===== config.mk =====
export PLATFORM = sky130hd
export DESIGN_NAME = gray_step_scheduler_flat
export DESIGN_NICKNAME = d
export VERILOG_FILES = /design/src/rtl/gray_step_scheduler_pkg.sv /design/src/rtl/gray_step_scheduler_if.sv /design/src/rtl/gray_step_scheduler_credit.sv /design/src/rtl/gray_step_scheduler.sv /design/src/flat_wrapper.sv
export SDC_FILE = /design/constraint.sdc
export NUM_CORES = 1
export LEC_CHECK = 0
export ABC_AREA = 1
export CORE_UTILIZATION = 49
export CTS_BUF_LIST = sky130_fd_sc_hd__clkbuf_8 sky130_fd_sc_hd__clkbuf_16
export DETAILED_ROUTE_END_ITERATION = 12
export PLACE_DENSITY = 0.74
export SLEW_MARGIN = 30
export SYNTH_ARGS = -nofsm -noshare
export SYNTH_HDL_FRONTEND = slang
export SYNTH_SLANG_ARGS = --single-unit

===== constraint.sdc =====
create_clock -name clk -period 2.2 [get_ports clk]
set_clock_uncertainty 0.15 [all_clocks]
set_input_delay 0.66 -clock clk [delete_from_list [all_inputs] [get_ports clk]]
set_output_delay 0.66 -clock clk [all_outputs]
set_load 0.1 [all_outputs]

===== src/rtl/gray_step_scheduler_pkg.sv =====
// Shared types for the Gray counter step scheduler: FSM states and requester ids.
package gray_sys_pkg;

    typedef enum logic [1:0] {
        ST_IDLE  = 2'd0,
        ST_ISSUE = 2'd1,
        ST_GAP   = 2'd2
    } state_e;

    typedef enum logic {
        REQ_MAN  = 1'b0,
        REQ_AUTO = 1'b1
    } req_e;

    function automatic req_e other_req(input req_e r);
        return (r == REQ_MAN) ? REQ_AUTO : REQ_MAN;
    endfunction

endpackage


===== src/rtl/gray_step_scheduler_if.sv =====
// Request/step bundle between the pulse generators, the scheduler and the Gray counter.
interface gray_step_scheduler_if #(
    parameter int unsigned CW = 3
);
    logic          man_req;
    logic          auto_req;
    logic          hold;
    logic          step;
    logic          grant_man;
    logic          grant_auto;
    logic [CW-1:0] pend_man;
    logic [CW-1:0] pend_auto;
    logic          ovf;

    modport master (
        output man_req, auto_req, hold,
        input  step, grant_man, grant_auto, pend_man, pend_auto, ovf
    );

    modport slave (
        input  man_req, auto_req, hold,
        output step, grant_man, grant_auto, pend_man, pend_auto, ovf
    );
endinterface


===== src/rtl/gray_step_scheduler_credit.sv =====
// Saturating per-requester credit counter; a request at a full queue is dropped and flagged.
module gray_credit_counter #(
    parameter int unsigned DEPTH = 7,
    parameter int unsigned CW    = 3
) (
    input  logic          clk,
    input  logic          rst,
    input  logic          inc,
    input  logic          dec,
    output logic [CW-1:0] count,
    output logic          drop
);

    localparam logic [CW-1:0] FULL = CW'(DEPTH);

    logic [CW-1:0] count_q, count_d;
    logic          full;

    assign full  = (count_q == FULL);
    assign drop  = inc && !dec && full;
    assign count = count_q;

    always_comb begin
        count_d = count_q;
        if (inc && !dec && !full) begin
            count_d = count_q + CW'(1);
        end else if (!inc && dec && (count_q != '0)) begin
            count_d = count_q - CW'(1);
        end
    end

    always_ff @(posedge clk or negedge rst) begin
        if (!rst) begin
            count_q <= '0;
        end else begin
            count_q <= count_d;
        end
    end

endmodule


===== src/rtl/gray_step_scheduler.sv =====
// Merges manual and auto step requests into one spaced clk_en pulse stream,
// queueing requests per requester and alternating between them on ties.
module gray_step_scheduler
    import gray_sys_pkg::*;
#(
    parameter int unsigned GAP   = 4,
    parameter int unsigned DEPTH = 7,
    parameter int unsigned CW    = 3
) (
    input logic                  clk,
    input logic                  rst,
    gray_step_scheduler_if.slave bus
);

    localparam int unsigned     GW       = (GAP > 2) ? $clog2(GAP - 1) : 1;
    localparam logic [GW-1:0]   GAP_LOAD = GW'(GAP - 2);
    localparam bit              NO_GAP   = (GAP == 2);

    state_e        state_q, state_d;
    logic [GW-1:0] gap_q, gap_d;
    req_e          rr_q, rr_d;
    logic          step_q, step_d;
    logic          gman_q, gman_d;
    logic          gauto_q, gauto_d;
    logic          ovf_q, ovf_d;

    logic [CW-1:0] pend_man, pend_auto;
    logic          drop_man, drop_auto;
    logic          man_nz, auto_nz;
    req_e          winner;

    gray_credit_counter #(
        .DEPTH (DEPTH),
        .CW    (CW)
    ) u_cred_man (
        .clk   (clk),
        .rst   (rst),
        .inc   (bus.man_req),
        .dec   (gman_q),
        .count (pend_man),
        .drop  (drop_man)
    );

    gray_credit_counter #(
        .DEPTH (DEPTH),
        .CW    (CW)
    ) u_cred_auto (
        .clk   (clk),
        .rst   (rst),
        .inc   (bus.auto_req),
        .dec   (gauto_q),
        .count (pend_auto),
        .drop  (drop_auto)
    );

    assign man_nz  = (pend_man != '0);
    assign auto_nz = (pend_auto != '0);
    assign winner  = (man_nz && auto_nz) ? rr_q : (man_nz ? REQ_MAN : REQ_AUTO);

    // ISSUE plus (GAP-2) GAP cycles plus one IDLE cycle puts steps exactly GAP apart;
    // with GAP==2 there is no GAP cycle at all.
    always_comb begin
        state_d = state_q;
        gap_d   = gap_q;
        rr_d    = rr_q;
        step_d  = 1'b0;
        gman_d  = 1'b0;
        gauto_d = 1'b0;
        ovf_d   = ovf_q | drop_man | drop_auto;

        unique case (state_q)
            ST_IDLE: begin
                if (!bus.hold && (man_nz || auto_nz)) begin
                    state_d = ST_ISSUE;
                    step_d  = 1'b1;
                    gman_d  = (winner == REQ_MAN);
                    gauto_d = (winner == REQ_AUTO);
                end
            end
            ST_ISSUE: begin
                rr_d    = other_req(gman_q ? REQ_MAN : REQ_AUTO);
                gap_d   = GAP_LOAD;
                state_d = NO_GAP ? ST_IDLE : ST_GAP;
            end
            ST_GAP: begin
                if (gap_q != '0) begin
                    gap_d = gap_q - GW'(1);
                end
                if (gap_q <= GW'(1)) begin
                    state_d = ST_IDLE;
                end
            end
            default: begin
                state_d = ST_IDLE;
            end
        endcase
    end

    always_ff @(posedge clk or negedge rst) begin
        if (!rst) begin
            state_q <= ST_IDLE;
            gap_q   <= '0;
            rr_q    <= REQ_MAN;
            step_q  <= 1'b0;
            gman_q  <= 1'b0;
            gauto_q <= 1'b0;
            ovf_q   <= 1'b0;
        end else begin
            state_q <= state_d;
            gap_q   <= gap_d;
            rr_q    <= rr_d;
            step_q  <= step_d;
            gman_q  <= gman_d;
            gauto_q <= gauto_d;
            ovf_q   <= ovf_d;
        end
    end

    assign bus.step       = step_q;
    assign bus.grant_man  = gman_q;
    assign bus.grant_auto = gauto_q;
    assign bus.pend_man   = pend_man;
    assign bus.pend_auto  = pend_auto;
    assign bus.ovf        = ovf_q;

endmodule


===== src/flat_wrapper.sv =====
// flat-port wrapper written by rule: the top's interface ports become plain ports
module gray_step_scheduler_flat import gray_sys_pkg::*;
#(
    parameter int unsigned GAP   = 4,
    parameter int unsigned DEPTH = 7,
    parameter int unsigned CW    = 3
)
  (clk, rst, bus_man_req, bus_auto_req, bus_hold, bus_step, bus_grant_man, bus_grant_auto, bus_pend_man, bus_pend_auto, bus_ovf);
  gray_step_scheduler_if #(.CW(CW)) bus_i ();
  input logic clk;
  input logic rst;
  input wire logic [$bits(bus_i.man_req)-1:0] bus_man_req;
  input wire logic [$bits(bus_i.auto_req)-1:0] bus_auto_req;
  input wire logic [$bits(bus_i.hold)-1:0] bus_hold;
  output wire logic [$bits(bus_i.step)-1:0] bus_step;
  output wire logic [$bits(bus_i.grant_man)-1:0] bus_grant_man;
  output wire logic [$bits(bus_i.grant_auto)-1:0] bus_grant_auto;
  output wire logic [$bits(bus_i.pend_man)-1:0] bus_pend_man;
  output wire logic [$bits(bus_i.pend_auto)-1:0] bus_pend_auto;
  output wire logic [$bits(bus_i.ovf)-1:0] bus_ovf;
  assign bus_i.man_req = bus_man_req;
  assign bus_i.auto_req = bus_auto_req;
  assign bus_i.hold = bus_hold;
  assign bus_step = bus_i.step;
  assign bus_grant_man = bus_i.grant_man;
  assign bus_grant_auto = bus_i.grant_auto;
  assign bus_pend_man = bus_i.pend_man;
  assign bus_pend_auto = bus_i.pend_auto;
  assign bus_ovf = bus_i.ovf;
  gray_step_scheduler #(.GAP(GAP), .DEPTH(DEPTH), .CW(CW)) u_core (.clk(clk), .rst(rst), .bus(bus_i));
endmodule

# Word-level counts from Yosys, hierarchy flattened
# Cells that the tools add are included.
dict set report classes {
  multipliers 0
  reduce_logical 29
  n_div 0
  muxes 18
  add_sub_neg 5
  eq_ne 7
  bitwise_logic 3
  n_lt_le_gt_ge 1
  shifts 0
}
# operator n
set op_table {}
lappend op_table {{$logic_and 1x1->1} 12}
lappend op_table {{$mux 3} 4}
lappend op_table {{$mux 1} 9}
lappend op_table {{$reduce_bool 2->1} 4}
lappend op_table {{$logic_not 1->1} 7}
lappend op_table {{$add 3x1->3 const B} 2}
lappend op_table {{$eq 3x3->1 const B} 2}
lappend op_table {{$mux 2} 3}
lappend op_table {{$ne 2x1->1 const B} 3}
lappend op_table {{$pmux 2 s3} 1}
lappend op_table {{$reduce_bool 3->1} 2}
lappend op_table {{$sub 3x1->3 const B} 2}
lappend op_table {{$pmux 2 s2} 1}
lappend op_table {{$reduce_and 2->1} 2}
lappend op_table {{$eq 2x1->1 const B} 1}
lappend op_table {{$eq 2x2->1 const B} 1}
lappend op_table {{$le 2x1->1 const B} 1}
lappend op_table {{$logic_not 2->1} 1}
lappend op_table {{$or 1x1->1} 2}
lappend op_table {{$sub 2x1->2 const B} 1}
lappend op_table {{$logic_or 1x1->1} 1}
lappend op_table {{$not 1->1} 1}
dict set report totals {
  ram_bits 0
  output_inout_bits 10
  wordCells 72
  inputBits 5
  romBits 0
  n_memories 0
  ff_bits 15
  latch_bits 0
}

# Longest topological paths before layout
dict set report depth {
  depth_word 6
  depth_mapped 9
  mapped_depth_nobuf 9
}

# Modules after synthesis
# Synthesis repeated with hierarchy kept, for this count alone.
dict set report hier_totals {
  hier_cells 112
  area_unflattened_um2 852.1
}
# module seq_area_each_um2 area_each_um2 instances cells_per_inst
set modules_own_cells {}
lappend modules_own_cells {gray_credit_counter 75.1 216.5 2 30}
lappend modules_own_cells {gray_step_scheduler 225.2 419.2 1 52}

# Worst setup path before layout
# OpenSTA, ideal clock, no wires.
dict set report synth_path {
  path_type {register -> register}
  startpoint {register u_core.u_cred_man.count_q[0] (netlist: u_core.u_cred_man.count[0])}
  endpoint {register u_core.u_cred_man.count_q[1] (netlist: u_core.u_cred_man.count[1])}
  period_less_slack_ns 2.169
  setup_slack_ns 0.031
  path_buffers 0
  arrival_ns 1.893
  t_required_ns 1.923
  path_stages_with_launch 6
  setup_ns 0.127
  path_cell_list {dfrtp_1 > nand3_1 > nand3_2 > fa_1 > nand2_1 > o21ai_1}
}
dict set report synth_between {
  elab_chain_cells 4
  word_cells_on_any_way 10
  classes_between {add/sub: 2; eq/ne: 1; mux: 2; reduce/logical: 5}
}
# element line
set synth_rtl {}
lappend synth_rtl {{start: declaration} gray_step_scheduler_credit.sv:16} ;# logic [CW-1:0] count_q, count_d;
lappend synth_rtl {{start signal: assignment} gray_step_scheduler_credit.sv:36} ;# count_q <= count_d;
lappend synth_rtl {{parallel branches: the longest is 3 deep, another holds $sub 3x1->3} -}
lappend synth_rtl {{$mux 3 *} gray_step_scheduler_credit.sv:25} ;# if (inc && !dec && !full) begin
lappend synth_rtl {{net u_core.u_cred_man.count_d[1]} gray_step_scheduler_credit.sv:16}
# Mark *: on every way through the listed nets, which the timed path passes. The select of a mux whose other input is x is not followed.
# A chain may end at the register's enable or synchronous reset.

# Final worst setup path
dict set report layout_path {
  startpoint {input port bus_auto_req}
  endpoint {register u_core.u_cred_auto.count_q[2] (netlist: u_core.u_cred_auto.count[2])}
}
dict set report layout_between {
  elab_chain_cells 4
  word_cells_on_any_way 7
  classes_between {mux: 1; reduce/logical: 6}
}
# element line
set layout_rtl {}
lappend layout_rtl {{start: declaration} flat_wrapper.sv:13} ;# input wire logic [$bits(bus_i.auto_req)-1:0] bus_auto_req;
lappend layout_rtl {{$logic_not 1->1} gray_step_scheduler_credit.sv:27} ;# end else if (!inc && dec && (count_q != '0)) begin
lappend layout_rtl {{$logic_and 1x1->1 (2 in a row)} gray_step_scheduler_credit.sv:27}
lappend layout_rtl {{$reduce_bool 2->1 (no line)} -}
lappend layout_rtl {{end signal: assignment} gray_step_scheduler_credit.sv:36}
lappend layout_rtl {{end: declaration} gray_step_scheduler_credit.sv:16}
# Parallel ways exist; a longest one is shown, timed or not.

==> metrics list <==
- Crit path max fanout: 2
- In this run the worst hold path is classified as reg -> reg.
- Once the clock tree was built, the resizer swapped 0 gates to a different size.
- Dividing the detail-routed wire length by the instance count gives 12.4 µm.
- TritonCTS built the clock tree.
* Most prevalent standard cell on the critical path: sky130_fd_sc_hd__inv_1
- Floorplan core area: 0.00151 mm²
- Entering global routing, the biggest net connects 16 pins.
- Synth-to-layout area growth: 43.5%
- Sequence of cells on the critical path: clkdlybuf4s50_1 > inv_1 > nor2_2 > nand2_2 > fa_1 > inv_1 > nand3_1 > nand4_1 > nand2_1
* Post-route minimum period: 2.08 ns
* Number of standard cells in the layout, taps in and fillers out: 131
* First-pass GRT wire length: 2.69 mm
- The slowest stage of the critical path is the sky130_fd_sc_hd__clkdlybuf4s50_1 cell.
- The tool flagged a number of max-cap violations equal to 0.
- Synth Area per Inst: 8.57 µm²
- Data arrives at the worst endpoint at 2.07 ns.
- Sum Neg Setup Slack: 0 ns
- For this block, the initial DRC count from the detailed router was 18.
- Remaining design rule violation count: 0
* Count of buffers inserted at the top-level ports: 14
- For this configuration, the core starts out at a cell density of 0.523.
* Post-synthesis sequential area ratio: 0.476
* Worst setup margin: 0.118 ns
* Required @ worst endpoint: 2.19 ns
* Pre-CTS WS: -0.141 ns
* Total overflow reported by the global router: 0
- Slew at the pin closest to its max-slew limit: 0.303 ns
* Hold Slack: 0.350 ns
- The final number of hold-violating endpoints is 0.
- Height of the die: 42.1 µm
- Inserted Diodes: 0
- Overall die width: 42.1 µm
- Max Root-Sink Buffers: 2
* Critical path start-end classification: in -> reg
* Final weighted congestion in routability-driven placement: 0.741
- After synthesis, the netlist uses 19 different library cells.
- Clock-pin slew was measured on the worst setup and hold paths at 0.06 ns.
- The synthesized design spends more area on one cell type than any other, namely sky130_fd_sc_hd__dfrtp_1.
* Library cell used as clock root buffer: sky130_fd_sc_hd__clkbuf_8
- Setup violations remaining at the end of the flow were counted as 0.
* Setup repair after global routing missed its margin: false
* Total Nets Final: 125
- CTS built an H-tree with a depth of 1.
- The wire-length estimate of the detail-placed layout is 1.22 mm.
- Clock latency on the worst-skew pair: 0.24 ns
* Share of the clock period used by the worst path: 0.947
* CTS Buf Count: 3
- In this run the remaining antenna-violating nets after routing total 0.
- After clock tree synthesis, the flow added hold-fix buffers numbering 0.
- Total wire length: 1.63 mm
- STA classifies the critical path startpoint as an input pin.
* Die area: 0.00177 mm²
- Detailed routing inserted a total of 661 vias.
- The share of synthesized area in the top cell type comes to 0.476.
- Post-synthesis async set-or-reset flop share: 1.00
- Syn Std Cell Area: 788 µm²
- Synthesis warning total: 0
- Total track usage: 0.204
* EDFF count, synth: 0
- In this run the count of I/O pins placed on the die edge is 15.
* Num rows: 14
* Number of global-route vias before repair: 646
- Setup slack, reg-to-reg: 0.54 ns
- Most common library cells after synthesis: sky130_fd_sc_hd__nand2_1 (21), sky130_fd_sc_hd__dfrtp_1 (15), sky130_fd_sc_hd__inv_1 (14)
- In this run, synthesis produced a sequential element count of 15.
* Placed instance count: 127
- The final count of pins violating max slew is 0.
* Top area cells in the synthesized netlist: sky130_fd_sc_hd__dfrtp_1 (48%), sky130_fd_sc_hd__nand2_1 (10%), sky130_fd_sc_hd__inv_1 (6.7%)
* Number of cells produced by synthesis: 92
- Post-CTS Repair Setup Buffers: 0
- STA classifies the critical path endpoint as a flop.
- The initial antenna violation count was 0.
- Num Clock Sinks: 15
- The run finished with clean final reports.
- Fmax: 480 MHz
- Share of final-layout standard cells stronger than drive strength 1: 0.252
- Max incr delay on CP: 0.47 ns
* Number of nets produced by synthesis: 101
- Relative slew slack: 0.798
- Commonest register cell after synthesis: sky130_fd_sc_hd__dfrtp_1
- The first TritonRoute pass finished after 3 iterations.
- After filler insertion, the fill cell instance count of the layout stands at 102.
- The most common cell in the synthesized netlist is sky130_fd_sc_hd__nand2_1.
- Using the TritonRoute via totals, the vias-per-cell ratio works out to 5.05.
-- path summary, 6_finish.rpt --
check,from,end,depth (start not counted)
hold reg to reg,u_core.rr_q,u_core.rr_q,2
setup / recovery,bus_auto_req,u_core.u_cred_auto.count[2],9
hold / removal,u_core.rr_q,u_core.rr_q,2
setup reg to reg,u_core.u_cred_man.count[0],u_core.u_cred_man.count[2],7
min in group asynchronous,rst,u_core.rr_q,2
max in group asynchronous,rst,u_core.gap_q[1],2
-- routing by layer --
| layer | routed length (µm) | vias up | track usage | share of wire |
|---|---|---|---|---|
| met5 | 0 | - | 0 | 0 |
| met4 | 17 | 0 | 0.0625 | 0.010 |
| met3 | 60 | 4 | 0.0603 | 0.037 |
| met2 | 884 | 12 | 0.375 | 0.54 |
| met1 | 663 | 313 | 0.226 | 0.41 |
| li1 | - | 332 | - | - |
-- metrics by stage --
| step | area, µm² | util |
|---|---|---|
| after floorplan | 788 | - |
| after global placement | 1090 | 0.721 |
| after detailed placement | 1090 | 0.721 |
| after CTS | 1130 | 0.751 |
| after global routing | 1130 | 0.751 |
| final | 1130 | 0.751 |
-- placed cells by master, fill, tap and decap left out, types with 2 or more instances in the layout --
cell type / synthesis / routed
sky130_fd_sc_hd__nor2_2: 2 / 2
sky130_fd_sc_hd__o21ai_0: 4 / 4
sky130_fd_sc_hd__buf_12: 0 / 10
sky130_fd_sc_hd__o21ai_1: 2 / 2
sky130_fd_sc_hd__nand2_1: 21 / 21
sky130_fd_sc_hd__nand2_2: 6 / 6
sky130_fd_sc_hd__ha_1: 2 / 2
sky130_fd_sc_hd__a31oi_1: 2 / 2
sky130_fd_sc_hd__inv_1: 14 / 15
sky130_fd_sc_hd__nand3_1: 4 / 4
sky130_fd_sc_hd__clkdlybuf4s50_1: 0 / 4
sky130_fd_sc_hd__clkbuf_8: 0 / 3
sky130_fd_sc_hd__dfrtp_1: 15 / 15
sky130_fd_sc_hd__fa_1: 2 / 2
sky130_fd_sc_hd__xor2_1: 2 / 2
sky130_fd_sc_hd__nor2_1: 9 / 9
sky130_fd_sc_hd__buf_4: 0 / 5
sky130_fd_sc_hd__nand3_2: 2 / 2
-- sequential cells by signal, indices dropped and copies added, names as in the netlist --
register and cells:
u_core.gap_q 2, u_core.u_cred_man.count 3, u_core.u_cred_auto.count 3, u_core.bus.step 1
u_core.state_q 2, u_core.rr_q 1, u_core.bus.grant_man 1, u_core.bus.grant_auto 1
u_core.bus.ovf 1
-- cells by family (layout without fill, tap and decap cells) --
logic type                 count (synthesis)  after routing  share of synthesized area
and+or+nand+nor                           46             46                      0.275
buffers and inverters                     15             38                     0.0714
DFF                                       15             15                      0.476
xor gates and xnor gates                   2              2                     0.0222
adders and majority gates                  4              4                     0.0825
AOI/OAI and AO/OA                         10             10                     0.0730
-- worst max-delay path: cells and delay by family --
family                   cells  cell delay, ns
adder cells (fa/ha/maj)      1            0.38
AND/OR/NAND/NOR              5            0.44
buffers and inverters        3            0.59
-- layout make-up --
| class | count | area (µm²) | area share |
|---|---|---|---|
| sequential | 15 | 375 | 0.332 |
| multi-input combinational | 62 | 357 | 0.315 |
| timing repair buffer | 19 | 278 | 0.246 |
| inverter | 15 | 56.3 | 0.0498 |
| clock buffer | 3 | 41.3 | 0.0365 |
| tap | 16 | 20.0 | 0.0177 |
| clock inverter | 1 | 3.75 | 0.00332 |
Power is not shown: default switching activity piles up to over one toggle a cycle in this logic, so the estimate is an artifact.
